<file path="config.mk">
export PLATFORM = sky130hd
export DESIGN_NAME = audio_out_stage
export DESIGN_NICKNAME = d
export VERILOG_FILES = /design/src/rtl/audio_out_stage.sv
export SDC_FILE = /design/constraint.sdc
export NUM_CORES = 1
export LEC_CHECK = 0
export CORE_ASPECT_RATIO = 1.75
export CORE_MARGIN = 3
export CORE_UTILIZATION = 40
export CTS_BUF_LIST = sky130_fd_sc_hd__clkbuf_2
export DETAILED_ROUTE_END_ITERATION = 8
export GPL_ROUTABILITY_DRIVEN = 0
export HOLD_SLACK_MARGIN = 0.03
export PLACE_DENSITY_LB_ADDON = 0.3
export SYNTH_ARGS = -nofsm -noshare
export SYNTH_HDL_FRONTEND = slang
export SYNTH_SLANG_ARGS = --single-unit
export TNS_END_PERCENT = 10
</file>
<file path="constraint.sdc">
create_clock -name clk -period 3 [get_ports clk]
set_input_delay 0.9 -clock clk [delete_from_list [all_inputs] [get_ports clk]]
set_output_delay 0.9 -clock clk [all_outputs]
set_load 0.005 [all_outputs]
</file>
<file path="src/rtl/audio_out_stage.sv">
// Audio output stage: divides clk down to the sample rate, attenuates/mutes and
// saturates the synth sample to 24 bits, buffers it in a small FIFO and drains it to the codec.
module audio_out_stage #(
    parameter int unsigned CLK_DIV    = 1042,
    parameter int unsigned FIFO_DEPTH = 4
) (
    input  logic        clk,
    input  logic        reset,
    input  logic        enable,
    input  logic [31:0] wave_in,
    input  logic [2:0]  volume,
    input  logic        mute,
    input  logic        audio_out_allowed,
    input  logic        clear_flags,
    output logic        write_audio_out,
    output logic [31:0] left_channel_audio_out,
    output logic [31:0] right_channel_audio_out,
    output logic [4:0]  fifo_level,
    output logic        overflow,
    output logic        clipped
);

    localparam int unsigned DIV_W    = 16;
    localparam int unsigned PTR_W    = (FIFO_DEPTH > 1) ? $clog2(FIFO_DEPTH) : 1;
    localparam int unsigned SAMPLE_W = 24;
    localparam int unsigned LEVEL_W  = 5;

    logic [DIV_W-1:0]    div_cnt;
    logic                tick_c;
    logic signed [31:0]  shifted_c;
    logic signed [31:0]  scaled_c;
    logic [SAMPLE_W-1:0] sat_c;
    logic                clip_c;
    logic [SAMPLE_W-1:0] mem [FIFO_DEPTH];
    logic [PTR_W-1:0]    wr_ptr;
    logic [PTR_W-1:0]    rd_ptr;
    logic                full_c;
    logic                empty_c;
    logic                pop_c;
    logic                push_c;
    logic                drop_c;

    assign tick_c = enable && (div_cnt == DIV_W'(CLK_DIV - 1));

    // Sample-rate divider; held at zero while disabled.
    always_ff @(posedge clk or negedge reset) begin
        if (!reset) begin
            div_cnt <= '0;
        end else if (!enable || tick_c) begin
            div_cnt <= '0;
        end else begin
            div_cnt <= div_cnt + DIV_W'(1);
        end
    end

    // Attenuate, mute and saturate to the codec's 24-bit range.
    always_comb begin
        shifted_c = $signed(wave_in) >>> volume;
        scaled_c  = mute ? 32'sd0 : shifted_c;
        sat_c     = scaled_c[SAMPLE_W-1:0];
        clip_c    = 1'b0;
        if (scaled_c > 32'sd8388607) begin
            sat_c  = 24'h7FFFFF;
            clip_c = 1'b1;
        end else if (scaled_c < -32'sd8388608) begin
            sat_c  = 24'h800000;
            clip_c = 1'b1;
        end
    end

    // A pop on the same edge frees the slot, so a push into a full FIFO is still accepted.
    assign full_c  = (fifo_level == LEVEL_W'(FIFO_DEPTH));
    assign empty_c = (fifo_level == '0);
    assign pop_c   = !empty_c && audio_out_allowed;
    assign push_c  = tick_c && (!full_c || pop_c);
    assign drop_c  = tick_c && full_c && !pop_c;

    always_ff @(posedge clk) begin
        if (push_c) begin
            mem[wr_ptr] <= sat_c;
        end
    end

    // Pointers, occupancy, codec write port and sticky flags.
    always_ff @(posedge clk or negedge reset) begin
        if (!reset) begin
            wr_ptr                  <= '0;
            rd_ptr                  <= '0;
            fifo_level              <= '0;
            write_audio_out         <= 1'b0;
            left_channel_audio_out  <= '0;
            right_channel_audio_out <= '0;
            overflow                <= 1'b0;
            clipped                 <= 1'b0;
        end else begin
            if (push_c) begin
                wr_ptr <= wr_ptr + PTR_W'(1);
            end
            if (pop_c) begin
                rd_ptr                  <= rd_ptr + PTR_W'(1);
                left_channel_audio_out  <= {mem[rd_ptr], 8'h00};
                right_channel_audio_out <= {mem[rd_ptr], 8'h00};
            end
            case ({push_c, pop_c})
                2'b10:   fifo_level <= fifo_level + LEVEL_W'(1);
                2'b01:   fifo_level <= fifo_level - LEVEL_W'(1);
                default: fifo_level <= fifo_level;
            endcase
            write_audio_out <= pop_c;
            overflow        <= drop_c || (overflow && !clear_flags);
            clipped         <= (tick_c && clip_c) || (clipped && !clear_flags);
        end
    end

endmodule
</file>
==> results of run 1 <==
==> worst register-to-register path, cell delays in order, from the launching register on <==
cell and delay, ns:
dfrtp_1 0.43, inv_1 0.06, ha_1 0.13, nor4bb_1 0.31
nand4_1 0.16, or2_2 0.33, nand2_1 0.09, inv_1 0.07
ha_1 0.30, a21o_1 0.18, a21oi_1 0.16, mux2i_1 0.23
xor2_1 0.15
==> through the flow <==
step | util (%) | setup TNS [ns] | hold slack, ns | instance area [um^2] | std cells
5_1_grt | 49.1 | 0 | 0.238 | 8990 | 848
4_1_cts | 49.1 | 0 | 0.241 | 8980 | 846
3_3_place_gp | 47.8 | -20.74 | 0.494 | 8750 | 814
6_report | 49.1 | 0 | 0.295 | 8990 | 848
2_1_floorplan | - | 0 | 0.478 | 7600 | 515
3_5_place_dp | 47.8 | -25.44 | 0.495 | 8750 | 814
==> path summary, 6_finish.rpt <==
| check | startpoint | depth (start not counted) | end | slack [ns] |
|---|---|---|---|---|
| max | volume[1] | 9 | mem[0][21] | 0.26 |
| min | reset | 2 | div_cnt[4] | 0.29 |
| max reg2reg | div_cnt[1] | 12 | fifo_level[4] | 0.33 |
| min reg2reg | fifo_level[4] | 1 | fifo_level[4] | 0.51 |
| max in group asynchronous | reset | 2 | left_channel_audio_out[21] | 2.23 |
| min in group clk | fifo_level[4] | 1 | fifo_level[4] | 0.51 |
==> logic make-up after synthesis <==
family	share of synthesized area (%)
AOI/OAI and AO/OA	5.49
xor gates and xnor gates	2.44
adders and majority gates	1.76
buffers and inverters	6.72
DFF	55.5
muxes	22.6
other	0.0497
and+or+nand+nor	5.49
==> power by group <==
group | internal [W] | switching, W | total, W
Combinational | 0.00129 | 0.000790 | 0.00208
Clock | 0.000385 | 0.000691 | 0.00108
Sequential | 0.00240 | 0.000172 | 0.00257
==> Yosys cell counts, types with 10 or more instances <==
cell type  number
nor2_1         29
edfxtp_1       96
inv_1          10
nand2_1        13
dfrtp_1        52
mux2i_1        27
xor2_1         13
mux4_2         46
o21ai_2        11
mux2_2         29
o21ai_1        10
buf_4          45
==> registers in the layout, summed over array words and instances (netlist names) <==
register                count
rd_ptr                      2
left_channel_audio_out     24
overflow                    1
div_cnt                    16
write_audio_out             1
wr_ptr                      2
mem                        96
clipped                     1
fifo_level                  5
==> per-layer routing <==
layer | share of wire (%) | GRT usage (%) | vias to the layer above
li1 | - | - | 2047
met1 | 36 | 16.7 | 2250
met2 | 59 | 30.1 | 134
met3 | 4.5 | 3.10 | 12
met4 | 1.2 | 4.94 | 0
met5 | 0 | 0 | -
==> repair_timing <==
action                     4_1_cts  5_1_grt
buffers inserted                 0        1
resized for setup                0        1
setup endpoints to repair        0        1
==> layout make-up <==
| type | instances | area [um^2] | share of cell area, % |
|---|---|---|---|
| inverters | 12 | 45.0 | 0.501 |
| multi-input cells | 289 | 2910 | 32.3 |
| clock inverters | 13 | 134 | 1.49 |
| diodes | 1 | 2.50 | 0.0278 |
| flip-flops and latches | 148 | 4190 | 46.5 |
| well taps | 234 | 293 | 3.26 |
| clock buffers | 19 | 95.1 | 1.06 |
| repair buffers | 132 | 1330 | 14.8 |
==> reports/metrics.cfg, run 1 <==
[run_status]
run_status=finished clean

[yosys]
synth_flop_cell=edfxtp_1
synth-edff-count=96
async_flop_share_pct=35.1
ys_warn_count=0
ys_types=58
avgSynthCellArea_um2=15.1
yosysTopAreaCell=edfxtp_1
synth_seq_area_share_pct=55.5
syn-cell-area_um2=7540
synth_area_leaders=edfxtp_1, dfrtp_1, mux4_2
synth_top_area_share_pct=38.2
netlist_instances=500
ys_ff_latch=148

[finish]
fin_nets=651
final_common_cell=edfxtp_1
fill_cells=1608
layout_common_cells=edfxtp_1, clkdlybuf4s50_1, dfrtp_1, mux4_2
syn_to_final_growth_pct=19.3
drive_above_1_share_pct=27.7

[sta]
relSlewSlack_pct=55.9
tightest_slew_ns=0.661
fmax_ghz=0.364
finalHoldViolCount=0
setup_ws_ns=0.256
period_minus_slack_ns=2.74
fin_crit_sh_pct=91.5
rsz0062_at_grt=false
maxSlewViolCount=0
finClkSkew_ns=0.0321
finalSetupViolations=0

[routing]
via_per_inst=5.24
route.detailed.drc=0
ant_nets=0
vias=4443
wirelength_um=15300
wl_per_cell_um=18.0
drt_first_pass_iters=4
drt_first_iter_violations=275

[power]
total_power_w=0.00573
cellLeakagePower_nw=3.25
ir_worst_vdd_mv=0.323
powerDensity_nw_per_um2=637

[critical_path]
critPathKind=primary input to register
crit_family=compound AO/OA/AOI/OAI gates
setup.worst_path.start_class=primary input
crit_slowest_cell=clkdlybuf4s50_1
cp.required_ns=3.43
cp_common_cell=buf_12
crit_path_cell_trace=clkdlybuf4s50_1, buf_12, mux2_2, o22ai_1, nor3_2, o2111a_1, o21bai_2, buf_12, o31ai_1
critPathArrivalTime_ns=3.18
critPathMaxFanout=23
worst_path_largest_cell_delay_ns=0.45
end_kind=register
cp_num_buf_inv=3

[clocking]
path_clk_slew_ns=0.22
clockBufferDepth=2
numCtsBuffers=17
clk_latency_ns=0.69
cts_num_sinks=148
htree_levels=4
cts_hold_buffers=0
cts_tree=done
root_buffer=clkbuf_2

[place]
io_buffers=96
dp_hpwl_um=11100
pre_cts_slack_ns=-0.428

[global_route]
grt_pass1_vias=4899
grt-ovfl-total=0
grt_antenna_before_repair=1
grt_max_degree=53
grt_pass1_wl_um=24900
grt_use_total_pct=15.8

[floorplanning]
rows=65
die_x_um=110
start_util_pct=41.2
num_io_pins=113
dieArea_um2=20600
die_height_um=188
core_um2=18300

[hold_path]
hp-class=primary input to asynchronous set/reset pin

[job]
cap_violations=0

Note: power is estimated with default switching activity, not from simulation.
==> inputs of run 2 (changes only) <==
--- a/config.mk
+++ b/config.mk
@@ -16,4 +16,3 @@
 export SYNTH_ARGS = -nofsm -noshare
 export SYNTH_HDL_FRONTEND = slang
 export SYNTH_SLANG_ARGS = --single-unit
-export TNS_END_PERCENT = 10
==> results of run 2 <==
Same layout as run 1: the final DEF is identical, and so are final timing and power.
